<file path="config.mk">
export PLATFORM = sky130hd
export DESIGN_NAME = frogger_game_state_flat
export DESIGN_NICKNAME = d
export VERILOG_FILES = /design/src/rtl/frogger_game_state_if.sv /design/src/rtl/frogger_game_state.sv /design/src/flat_wrapper.sv
export SDC_FILE = /design/constraint.sdc
export NUM_CORES = 1
export LEC_CHECK = 0
export BUFFER_PORTS_ARGS = -buffer_cell sky130_fd_sc_hd__buf_4
export CORE_MARGIN = 8
export CORE_UTILIZATION = 60
export DETAILED_ROUTE_END_ITERATION = 6
export HOLD_SLACK_MARGIN = 0.08
export PLACE_DENSITY = 0.82
export RECOVER_POWER = 50
export REMOVE_ABC_BUFFERS = 1
export SETUP_SLACK_MARGIN = 0.2
export SYNTH_ARGS = -nofsm -noshare
export SYNTH_HDL_FRONTEND = slang
export SYNTH_SLANG_ARGS = --single-unit
</file>
<file path="constraint.sdc">
create_clock -name i_Clk -period 3 [get_ports i_Clk]
set_input_delay 0.45 -clock i_Clk [delete_from_list [all_inputs] [get_ports i_Clk]]
set_output_delay 0.45 -clock i_Clk [all_outputs]
set_load 0.02 [all_outputs]
</file>
<file path="src/rtl/frogger_game_state_if.sv">
// Game-flow control bundle: event inputs from the collision/frog stages and
// the play/score/speed outputs toward frog, car and display stages.
interface frogger_game_state_if;
    logic       i_Start;
    logic       i_Frame_Tick;
    logic       i_Has_Collided;
    logic       i_Frog_At_Goal;
    logic       o_Play_Enable;
    logic       o_Frog_Respawn;
    logic [1:0] o_Lives;
    logic [6:0] o_Score;
    logic [3:0] o_Level;
    logic [3:0] o_Car_Speed;
    logic       o_Game_Over;

    modport slave (
        input  i_Start, i_Frame_Tick, i_Has_Collided, i_Frog_At_Goal,
        output o_Play_Enable, o_Frog_Respawn, o_Lives, o_Score, o_Level,
               o_Car_Speed, o_Game_Over
    );

    modport master (
        output i_Start, i_Frame_Tick, i_Has_Collided, i_Frog_At_Goal,
        input  o_Play_Enable, o_Frog_Respawn, o_Lives, o_Score, o_Level,
               o_Car_Speed, o_Game_Over
    );
endinterface

</file>
<file path="src/rtl/frogger_game_state.sv">
// Frogger game-flow controller: owns lives, score, level and car speed and
// gates frog/car movement through IDLE/PLAY/HIT/LEVEL_UP/GAME_OVER.
module frogger_game_state #(
    parameter int c_LIVES_INI       = 3,
    parameter int c_GOALS_PER_LEVEL = 3,
    parameter int c_MAX_LEVEL       = 9,
    parameter int c_BASE_CAR_SPEED  = 1,
    parameter int c_HIT_FRAMES      = 60,
    parameter int c_LEVEL_FRAMES    = 30,
    parameter int c_SCORE_MAX       = 99
) (
    input  logic                       i_Clk,
    input  logic                       i_Rst_L,
    frogger_game_state_if.slave        gs
);

    localparam logic [1:0] LIVES_INI  = 2'(c_LIVES_INI);
    localparam logic [3:0] GOALS_LAST = 4'(c_GOALS_PER_LEVEL - 1);
    localparam logic [3:0] MAX_LEVEL  = 4'(c_MAX_LEVEL);
    localparam logic [3:0] BASE_SPEED = 4'(c_BASE_CAR_SPEED);
    localparam logic [6:0] HIT_LAST   = 7'(c_HIT_FRAMES - 1);
    localparam logic [6:0] LVL_LAST   = 7'(c_LEVEL_FRAMES - 1);
    localparam logic [6:0] SCORE_MAX  = 7'(c_SCORE_MAX);

    typedef enum logic [2:0] {S_IDLE, S_PLAY, S_HIT, S_LVL, S_OVER} state_t;

    state_t     state_q, state_d;
    logic [2:0] smp_q, dly_q;            // bit0 start, bit1 collision, bit2 goal
    logic [1:0] lives_q, lives_d;
    logic [6:0] score_q, score_d;
    logic [3:0] level_q, level_d;
    logic [3:0] goals_q, goals_d;
    logic [3:0] speed_q, speed_d;
    logic [6:0] frame_q, frame_d;
    logic       resp_q, resp_d;
    logic       play_q, play_d;
    logic       over_q, over_d;
    logic [2:0] rise;
    logic [4:0] spd_sum;

    // Edge detect on the registered samples so an input edge reaches the
    // outputs after the sample register plus the state register.
    assign rise    = smp_q & ~dly_q;
    assign spd_sum = {1'b0, BASE_SPEED} + {1'b0, level_q};

    // State and datapath registers; reset drops every in-flight event.
    always_ff @(posedge i_Clk or negedge i_Rst_L) begin
        if (!i_Rst_L) begin
            state_q <= S_IDLE;
            smp_q   <= '0;
            dly_q   <= '0;
            lives_q <= LIVES_INI;
            score_q <= '0;
            level_q <= '0;
            goals_q <= '0;
            speed_q <= BASE_SPEED;
            frame_q <= '0;
            resp_q  <= 1'b0;
            play_q  <= 1'b0;
            over_q  <= 1'b0;
        end else begin
            state_q <= state_d;
            smp_q   <= {gs.i_Frog_At_Goal, gs.i_Has_Collided, gs.i_Start};
            dly_q   <= smp_q;
            lives_q <= lives_d;
            score_q <= score_d;
            level_q <= level_d;
            goals_q <= goals_d;
            speed_q <= speed_d;
            frame_q <= frame_d;
            resp_q  <= resp_d;
            play_q  <= play_d;
            over_q  <= over_d;
        end
    end

    // Next state plus lives/score/level/counter updates for each event.
    always_comb begin
        state_d = state_q;
        lives_d = lives_q;
        score_d = score_q;
        level_d = level_q;
        goals_d = goals_q;
        frame_d = frame_q;
        resp_d  = 1'b0;
        speed_d = spd_sum[4] ? 4'hF : spd_sum[3:0];
        case (state_q)
            S_IDLE, S_OVER: begin
                if (rise[0]) begin
                    state_d = S_PLAY;
                    lives_d = LIVES_INI;
                    score_d = '0;
                    level_d = '0;
                    goals_d = '0;
                    resp_d  = 1'b1;
                end
            end
            S_PLAY: begin
                if (rise[1]) begin
                    // Collision wins over a same-cycle goal.
                    lives_d = lives_q - 2'd1;
                    resp_d  = 1'b1;
                    frame_d = '0;
                    state_d = (lives_q == 2'd1) ? S_OVER : S_HIT;
                end else if (rise[2]) begin
                    resp_d  = 1'b1;
                    score_d = (score_q == SCORE_MAX) ? score_q : score_q + 7'd1;
                    if (goals_q == GOALS_LAST) begin
                        goals_d = '0;
                        level_d = (level_q == MAX_LEVEL) ? level_q : level_q + 4'd1;
                        frame_d = '0;
                        state_d = S_LVL;
                    end else begin
                        goals_d = goals_q + 4'd1;
                    end
                end
            end
            S_HIT: begin
                if (gs.i_Frame_Tick) begin
                    if (frame_q == HIT_LAST) state_d = S_PLAY;
                    else                     frame_d = frame_q + 7'd1;
                end
            end
            S_LVL: begin
                if (gs.i_Frame_Tick) begin
                    if (frame_q == LVL_LAST) state_d = S_PLAY;
                    else                     frame_d = frame_q + 7'd1;
                end
            end
            default: state_d = S_IDLE;
        endcase
    end

    // Moore outputs decoded from the next state so they register with it.
    always_comb begin
        play_d = (state_d == S_PLAY);
        over_d = (state_d == S_OVER);
    end

    assign gs.o_Play_Enable  = play_q;
    assign gs.o_Frog_Respawn = resp_q;
    assign gs.o_Lives        = lives_q;
    assign gs.o_Score        = score_q;
    assign gs.o_Level        = level_q;
    assign gs.o_Car_Speed    = speed_q;
    assign gs.o_Game_Over    = over_q;

endmodule

</file>
<file path="src/flat_wrapper.sv">
// flat-port wrapper written by rule: the top's interface ports become plain ports
module frogger_game_state_flat 
#(
    parameter int c_LIVES_INI       = 3,
    parameter int c_GOALS_PER_LEVEL = 3,
    parameter int c_MAX_LEVEL       = 9,
    parameter int c_BASE_CAR_SPEED  = 1,
    parameter int c_HIT_FRAMES      = 60,
    parameter int c_LEVEL_FRAMES    = 30,
    parameter int c_SCORE_MAX       = 99
)
  (i_Clk, i_Rst_L, gs_i_Start, gs_i_Frame_Tick, gs_i_Has_Collided, gs_i_Frog_At_Goal, gs_o_Play_Enable, gs_o_Frog_Respawn, gs_o_Lives, gs_o_Score, gs_o_Level, gs_o_Car_Speed, gs_o_Game_Over);
  frogger_game_state_if gs_i ();
  input  logic i_Clk;
  input  logic i_Rst_L;
  input wire logic [$bits(gs_i.i_Start)-1:0] gs_i_Start;
  input wire logic [$bits(gs_i.i_Frame_Tick)-1:0] gs_i_Frame_Tick;
  input wire logic [$bits(gs_i.i_Has_Collided)-1:0] gs_i_Has_Collided;
  input wire logic [$bits(gs_i.i_Frog_At_Goal)-1:0] gs_i_Frog_At_Goal;
  output wire logic [$bits(gs_i.o_Play_Enable)-1:0] gs_o_Play_Enable;
  output wire logic [$bits(gs_i.o_Frog_Respawn)-1:0] gs_o_Frog_Respawn;
  output wire logic [$bits(gs_i.o_Lives)-1:0] gs_o_Lives;
  output wire logic [$bits(gs_i.o_Score)-1:0] gs_o_Score;
  output wire logic [$bits(gs_i.o_Level)-1:0] gs_o_Level;
  output wire logic [$bits(gs_i.o_Car_Speed)-1:0] gs_o_Car_Speed;
  output wire logic [$bits(gs_i.o_Game_Over)-1:0] gs_o_Game_Over;
  assign gs_i.i_Start = gs_i_Start;
  assign gs_i.i_Frame_Tick = gs_i_Frame_Tick;
  assign gs_i.i_Has_Collided = gs_i_Has_Collided;
  assign gs_i.i_Frog_At_Goal = gs_i_Frog_At_Goal;
  assign gs_o_Play_Enable = gs_i.o_Play_Enable;
  assign gs_o_Frog_Respawn = gs_i.o_Frog_Respawn;
  assign gs_o_Lives = gs_i.o_Lives;
  assign gs_o_Score = gs_i.o_Score;
  assign gs_o_Level = gs_i.o_Level;
  assign gs_o_Car_Speed = gs_i.o_Car_Speed;
  assign gs_o_Game_Over = gs_i.o_Game_Over;
  frogger_game_state #(.c_LIVES_INI(c_LIVES_INI), .c_GOALS_PER_LEVEL(c_GOALS_PER_LEVEL), .c_MAX_LEVEL(c_MAX_LEVEL), .c_BASE_CAR_SPEED(c_BASE_CAR_SPEED), .c_HIT_FRAMES(c_HIT_FRAMES), .c_LEVEL_FRAMES(c_LEVEL_FRAMES), .c_SCORE_MAX(c_SCORE_MAX)) u_core (.i_Clk(i_Clk), .i_Rst_L(i_Rst_L), .gs(gs_i));
endmodule
</file>
== Word level (Yosys, flattened, before mapping) ==
Index checks and enable logic that the tools add are counted.
Word-level totals
  bits in registers: 40
  bits of input ports: 6
  output and inout port bits: 20
  word-level logic and storage cells: 95
Operators by class
  add/sub/neg operators: 6
  equality and inequality tests: 25
  muxes and demuxes: 41
  bitwise logic cells: 2
  reductions and logical operators: 9
Operator list (count)
  $mux W7: 11
  $mux W4: 9
  $mux W3: 9
  $pmux W7 S3: 1
  $pmux W4 S2: 2
  $add A7 B1 Y7 const B: 2
  $ne A2 B2 Y1 const B: 7
  $pmux W7 S2: 1
  $pmux W3 S4: 1
  $add A4 B1 Y4 const B: 2
  $ne A2 B1 Y1 const B: 4
  $eq A7 B5 Y1 const B: 1
  $eq A7 B6 Y1 const B: 1
  $eq A7 B7 Y1 const B: 1
  $reduce_and A7 Y1: 1
  $eq A3 B1 Y1 const B: 2
  $eq A3 B2 Y1 const B: 2
  $eq A3 B3 Y1 const B: 2
  $ne A3 B1 Y1 const B: 2
  $reduce_and A6 Y1: 1
  $add A1 B4 Y5 const A: 1
  $reduce_and A5 Y1: 1
  $eq A4 B2 Y1 const B: 1
  $eq A4 B4 Y1 const B: 1
  other kinds (14): 17

== Depth between registers and ports, before layout ==
Gate-level depths: netlist (run 1).
  depth after elaboration: 6
  mapped depth: 7
  mapped depth without buffers: 7

== Least setup slack after synthesis (run 1) ==
No wires, ideal clock.
  path type: reg-to-reg
  start point: register u_core.frame_q[0]
  end point: register u_core.frame_q[6]
  setup time: 69 ps
  data arrival time: 1776 ps
  data required time: 2931 ps
  slack: 1155 ps
  stages on the path, launching flop included: 7
  path buffers: 0
  period minus slack after synthesis: 1845 ps
  path through: dfrtp_1 -> ha_1 -> and4b_4 -> and2_4 -> or3_1 -> or4_1 -> nand3_1
On the way
  cells in the longest elaborated chain, start to end: 4
  elaborated cells on any way between the ends: 11
  classes of those cells: add/sub: 1; eq/ne: 4; mux: 5; reduce/logical: 1
Ends and longest elaborated chain
  from (decl): line frogger_game_state.sv:34  | logic [6:0] frame_q, frame_d;
  from (signal assigned): line frogger_game_state.sv:70  | frame_q <= frame_d;
  $add A7 B1 Y7: line frogger_game_state.sv:121, frogger_game_state.sv:127
  $mux W7, on equally long branches: line frogger_game_state.sv:126, frogger_game_state.sv:120
  $mux W7, on equally long branches: line frogger_game_state.sv:125, frogger_game_state.sv:119
  $pmux W7 S3: line frogger_game_state.sv:87  | case (state_q)
Parallel ways exist; a longest one is shown, timed or not. The select of a mux whose other input is x is not followed.
A chain may end at the register's enable or synchronous reset.

== Worst setup path in the final report (run 1) ==
  start point: register u_core.state_q[1]
  end point: register u_core.goals_q[3]
On the way
  cells in the longest elaborated chain, start to end: 4
  elaborated cells on any way between the ends: 10
  classes of those cells: eq/ne: 5; mux: 1; reduce/logical: 4
Ends and longest elaborated chain
  from (decl): line frogger_game_state.sv:27  | state_t state_q, state_d;
  from (signal assigned): line frogger_game_state.sv:62  | state_q <= state_d;
  $eq A3 B3 Y1 / $logic_not A3 Y1 (equally long branches): line frogger_game_state.sv:87
  $reduce_or A2 Y1: line frogger_game_state.sv:87
  $ne A2 B1 Y1 (no source line) / $reduce_bool A2 Y1 (equally long branches)
  $reduce_and A4 Y1 (no source line)
  to (signal assigned): line frogger_game_state.sv:68  | goals_q <= goals_d;
  to (decl): line frogger_game_state.sv:32  | logic [3:0] goals_q, goals_d;
Parallel ways exist; a longest one is shown, timed or not.

==> results of run 1 <==
-- how the worst max path moves through the flow --
stage / end
global placement: u_core.gs.o_Level[3]
floorplan: u_core.frame_q[6]
global route: u_core.gs.o_Level[3]
CTS: u_core.goals_q[3]
detailed placement: u_core.gs.o_Level[3]
finish: u_core.goals_q[3]
-- per-layer routing --
metal	share of wire	global-route usage
met5	0	0
met4	0.016	0.0554
met3	0.061	0.0464
met2	0.47	0.257
met1	0.45	0.187
-- state kept, by name, summed over array words and instances (netlist names), 2 cells and up --
register               flops
u_core.frame_q             7
u_core.goals_q             4
u_core.gs.o_Score          7
u_core.gs.o_Lives          2
u_core.state_q             3
u_core.dly_q               3
u_core.gs.o_Car_Speed      4
u_core.smp_q               3
u_core.gs.o_Level          4
-- final cells by class --
cell class | instances | area, sq um | share of cell area
Sequential cell | 40 | 1000 | 0.440
Timing Repair Buffer | 26 | 195 | 0.0855
Clock buffer | 8 | 68.8 | 0.0301
Multi-Input combinational cell | 143 | 935 | 0.409
Tap cell | 46 | 57.6 | 0.0252
Inverter | 6 | 22.5 | 0.00986
-- power by group --
group	internal (uW)	switching (uW)
clock network	138	162
registers	574	49.7
logic	39.3	52.7
total	751	264
-- what timing repair did --
action,in CTS,in global routing
endpoints found under the hold margin,37,0
setup buffers,0,0
hold buffers,1,0
-- cells in the final DEF (no fill, tap or decap), types with 6 or more instances in the layout --
master / n
a21oi_1: 11
ha_1: 8
clkbuf_4: 8
nor2_1: 13
o31ai_1: 7
buf_4: 21
o21ai_0: 12
nand4_1: 6
dfrtp_1: 37
inv_1: 6
nand2_1: 18
nand3_1: 9
-- cell families after synthesis --
kind of cell	Yosys count	synth area share
AOI/OAI and AO/OA	42	0.138
xor gates and xnor gates	4	0.0175
adders and majority gates	8	0.0501
buffers and inverters	10	0.0300
DFF	40	0.503
muxes	3	0.0150
and+or+nand+nor	86	0.247
-- through the flow --
step | power [uW] | cells
CTS | 1030 | 269
global placement | 716 | 260
finish | 1020 | 269
floorplan | 682 | 189
detailed placement | 726 | 260
global route | 1060 | 269
==> summary.txt, run 1 <==
status: finished clean
Worst Reg-to-Reg Cells: 5
Final Core Density: 0.701
Layout Cell Area excl Fill: 2280 sq um
Worst Hold Launch: gs_i_Start
number of max-cap violations: 0
global-route wire length before repair: 6.69 mm
share of layout cells above drive strength 1: 0.202
H-tree Lvls: 2
Crit path required time: 3240 ps
Crit path max-delay family: simple AND/OR/NAND/NOR gates
WS Path Type: flip-flop to flip-flop
Post-synth top cells: dfrtp_1, nand2_1, nor2_1
number of buffers created by CTS: 5
cells after synthesis: 193
Die X: 73.7 um
initial antenna violation count: 0
PwrDens: 445 nW/um^2
Worst Hold End: u_core.smp_q[0]
Diodes inserted: 0
cells along the critical path: nor3b_4 > and3_1 > nor2_2 > or2_1 > o31ai_1
CP arrival: 2310 ps
dominant synthesized flop cell: dfrtp_1
CTS Buffer Depth: 2
worst setup margin: 934 ps
CP max stage delay: 540 ps
CTS tree: done
DR iter-0 viols: 147
LEAKAGE: 0.00105 uW
nets@finish: 236
RR Endpoint: u_core.goals_q[3]
Worst Path Max Fanout: 12
worst hold slack: 228 ps
total vias in the final route: 1575
largest net degree at the start of global routing: 41
WL final: 3.87 mm
sequential fraction of the synthesis area: 0.503
ANT nets after route: 0
clock latency on the worst-skew pair: 340 ps
post_cts resized: 0
Max Slew Vio Count: 0
maximum VDD drop: 0.414 mV
Critical Path Start: u_core.state_q[1]
slew of the pin with the lowest slew margin: 944 ps
top cells by area, synth: dfrtp_1, ha_1, dfstp_2
RSZ-0062 raised after global routing: no
Ports: 26
Syn Area/Cell: 10.4 sq um
R2R Setup Slk: 930 ps
area of the mapped netlist: 2000 sq um
number of remaining DRC errors: 0
placer congestion estimate: 0.833
Min-Delay Path Class: input port to flip-flop
Post-synth EDFFs: 0
reg2reg start: u_core.state_q[1]
post-synthesis sequential element count: 40
Buf/Inv on CP: 0
die area: 5440 sq um
TritonRoute pass-1 iters: 4
hpwl dp: 2.86 mm
clock root buffer: clkbuf_4
All-Layer GR Usage: 0.156
clk slew on worst S/H paths: 110 ps
yosys warns: 0
Fillers: 272
CP max-delay cell: dfrtp_1
count leader, synth: dfrtp_1
critical path depth: 5
Area after DPL: 2210 sq um
Worst Setup Start Kind: flip-flop
Final setup viols: 0
IO Port Bufs: 25
row cnt: 21
synth-to-layout area growth: 14.2%
hold depth: 1
global route overflow: 0
ys async rst share: 1.00
largest area contributor in the netlist: dfrtp_1
crit share post-route: 0.689
Rel. slew slack: 0.371
min cycle time layout: 2070 ps
vias per cell: 5.86
Yosys cell types: 47
Final Hold Fails: 0
Worst Setup End Kind: flip-flop
core region area: 3260 sq um
Initial Utilization: 0.614
routed length per instance: 14.4 um
Die Y: 73.7 um
CTS Sinks: 40
Worst Skew: 8.42 ps
number of global-route vias before repair: 1533
post-synth top area share: 0.463
Fin Setup TNS: 0 ps
DP Worst Slack: 1000 ps
fmax: 484 MHz
Note: power is estimated with default switching activity, not from simulation.
==> run 2: changes to the inputs <==
--- a/config.mk
+++ b/config.mk
@@ -5,12 +5,13 @@
 export SDC_FILE = /design/constraint.sdc
 export NUM_CORES = 1
 export LEC_CHECK = 0
+export ABC_AREA = 1
 export BUFFER_PORTS_ARGS = -buffer_cell sky130_fd_sc_hd__buf_4
 export CORE_MARGIN = 8
-export CORE_UTILIZATION = 60
+export CORE_UTILIZATION = 57
 export DETAILED_ROUTE_END_ITERATION = 6
 export HOLD_SLACK_MARGIN = 0.08
-export PLACE_DENSITY = 0.82
+export PLACE_DENSITY = 0.78
 export RECOVER_POWER = 50
 export REMOVE_ABC_BUFFERS = 1
 export SETUP_SLACK_MARGIN = 0.2
==> constraint.sdc (replaced) <==
create_clock -name i_Clk -period 2.1 [get_ports i_Clk]
set_input_delay 0.315 -clock i_Clk [delete_from_list [all_inputs] [get_ports i_Clk]]
set_output_delay 0.315 -clock i_Clk [all_outputs]
set_load 0.02 [all_outputs]
==> run 2 against run 1 <==
Setup slack got worse by 450 ps; register-to-register slack got worse by 450 ps; sequential power is 62% higher; largest cell class is now multi-input gates.
==> summary.txt, run 2 <==
total vias in the final route: 1878 (+19%)
dominant synthesized flop cell: dfrtp_1
hpwl dp: 3.25 mm (+13%)
highest-count cells in the layout ignoring fill and taps: nand2_1, nor2_1, dfrtp_1, inv_1, buf_4
sequential fraction of the synthesis area: 0.466 (-0.0362)
Yosys cell types: 27 (-43%)
All-Layer GR Usage: 0.159 (+0.00261)
postcts setup bufs: 0 (unchanged)
routed length per instance: 12.2 um (-15%)
Rel. slew slack: 0.362 (-0.00836)
Crit path max-delay family: simple AND/OR/NAND/NOR gates
count leader, synth: nand2_1
placer congestion estimate: 0.872 (+4.6%)
crit share post-route: 0.771 (+0.0819)
Worst Setup End Kind: flip-flop
largest net degree at the start of global routing: 41 (unchanged)
ys async rst share: 1.00 (unchanged)
core region area: 3660 sq um (+12%)
LEAKAGE: 0.00128 uW (+22%)
Final Hold Fails: 0 (unchanged)
Min-Delay Path Class: input port to flip-flop
H-tree Lvls: 2 (unchanged)
global-route wire length before repair: 7.78 mm (+16%)
PwrDens: 944 nW/um^2 (+110%)
CTS tree: done
cells along the critical path: inv_2 > nand3_2 > nand2_2 > nand2_4 > nor2_1 > nand2_1 > nand2_1
Final Core Density: 0.688 (-0.0125)
Ports: 26 (unchanged)
Diodes inserted: 0 (unchanged)
CTS Sinks: 40 (unchanged)
DR iter-0 viols: 156 (+6.1%)
Die Y: 77.5 um (+5.1%)
IO Port Bufs: 25 (unchanged)
status: finished clean
ANT nets after route: 0 (unchanged)
synth-to-layout area growth: 17.0%
die area: 6000 sq um (+10%)
leading cell type in the layout, fill and taps excluded: nand2_1
CP max stage delay: 450 ps (-90 ps)
Buf/Inv on CP: 1 (+1)
number of buffers created by CTS: 5 (unchanged)
nets@finish: 326 (+38%)
Syn Area/Cell: 7.72 sq um (-25%)
clock latency on the worst-skew pair: 300 ps (-40 ps)
CP arrival: 1860 ps (-450 ps)
CTS Buffer Depth: 2 (unchanged)
global route overflow: 0 (unchanged)
RSZ-0062 raised after global routing: no
yosys warns: 0 (unchanged)
fmax: 618 MHz (+28%)
Worst Setup Start Kind: flip-flop
min cycle time layout: 1620 ps (-448 ps)
initial antenna violation count: 0 (unchanged)
Post-synth EDFFs: 0 (unchanged)
Initial Utilization: 0.589 (-0.0252)
vias per cell: 5.20 (-11%)
maximum VDD drop: 0.632 mV (+52%)
TritonRoute pass-1 iters: 4 (unchanged)
clk slew on worst S/H paths: 80 ps (-30 ps)
Worst Skew: 8.12 ps (-0.303 ps)
slew of the pin with the lowest slew margin: 957 ps (+12.5 ps)
Post-synth top cells: nand2_1, nor2_1, dfrtp_1
Crit path required time: 2340 ps (-900 ps)
Final setup viols: 0 (unchanged)
Worst Path Max Fanout: 9 (-3)
Die X: 77.5 um (+5.1%)
placed cells: 352 (+35%)
clock root buffer: clkbuf_8
final non-filler cell total: 361 (+34%)
row cnt: 22 (+4.8%)
share of layout cells above drive strength 1: 0.182 (-0.0197)
largest area contributor in the netlist: dfrtp_1
cells after synthesis: 279 (+45%)
top cells by area, synth: dfrtp_1, nand2_1, nor2_1
post-synthesis sequential element count: 40 (unchanged)
number of remaining DRC errors: 0 (unchanged)
post-synth top area share: 0.430 (-0.0333)
Worst path most repeated cell: nand2_1
number of max-cap violations: 0 (unchanged)
post_cts resized: 0 (unchanged)
WL final: 4.40 mm (+14%)
WS Path Type: flip-flop to flip-flop
Max Slew Vio Count: 0 (unchanged)
Fin Setup TNS: 0 ps (unchanged)
CP max-delay cell: dfrtp_1
number of global-route vias before repair: 1784 (+16%)
area of the mapped netlist: 2150 sq um (+7.8%)
## run 2: changes by cell type after synthesis, moves of 7 or more
cell,change
inv_1,+16
inv_2,+7
o31ai_1,-7
nand3_1,+8
o21ai_0,-7
nor2_1,+28
a21oi_1,-7
o21ai_1,+14
nand2_1,+70
## run 2: layer usage
layer / vias up / global-route usage / wire length [um]
met5: - / 0 / 0
met4: 0 / 0.0736 / 84
met3: 9 / 0.0484 / 183
met2: 41 / 0.259 / 2120
met1: 886 / 0.188 / 2020
li1: 942 / - / -
## run 2: kinds of logic after synthesis
group / Yosys count / synth area share
simple gates: 169 / 0.347
compound gates: 24 / 0.0569
flops: 40 / 0.466
fa+ha+maj: 8 / 0.0465
buf+inv: 31 / 0.0546
xor+xnor: 7 / 0.0285
## run 2: path summary, 6_finish.rpt
path                                   startpoint  depth (start not counted)  slack (ps)                   end
worst min register to register    u_core.smp_q[2]                          0         380       u_core.dly_q[2]
worst min-delay path                   gs_i_Start                          1         140       u_core.smp_q[0]
max in group asynchronous                 i_Rst_L                          2         820     u_core.frame_q[6]
worst max register to register  u_core.state_q[2]                          7         480  u_core.gs.o_Score[5]
worst max-delay path            u_core.state_q[2]                          7         480  u_core.gs.o_Score[5]
min in group asynchronous                 i_Rst_L                          2         700  u_core.gs.o_Level[2]
## run 2: timing repair
action | 4_1_cts | 5_1_grt
hold buffers | 1 | 0
endpoints found under the hold margin | 37 | 0
endpoints found under the setup margin | 0 | 0
## run 2: metrics by stage
step                      setup slack [ps]  hold slack (ps)  total power, uW  cell area (sq um)
after global routing                   313              127             2530               2520
final                                  482              138             2380               2520
after CTS                              497              106             2400               2530
after global placement                 579              316             1730               2400
after detailed placement               524              317             1760               2400
after floorplan                        683             19.4             1540               2150
## run 2: final cells by class
| type | instances | area [sq um] |
|---|---|---|
| Fill cell | 308 | 1140 |
| Multi-Input combinational cell | 208 | 1030 |
| Sequential cell | 40 | 1000 |
| Timing Repair Buffer | 27 | 199 |
| Inverter | 30 | 113 |
| Clock buffer | 5 | 68.8 |
| Tap cell | 48 | 60.1 |
| Clock inverter | 3 | 42.5 |
## run 2: power by group
part / switching, uW / total [uW] / leakage [uW] / internal (uW)
Combinational: 484 / 731 / 0.000697 / 248
Clock: 283 / 635 / 0.0000541 / 352
Sequential: 121 / 1010 / 0.000525 / 892
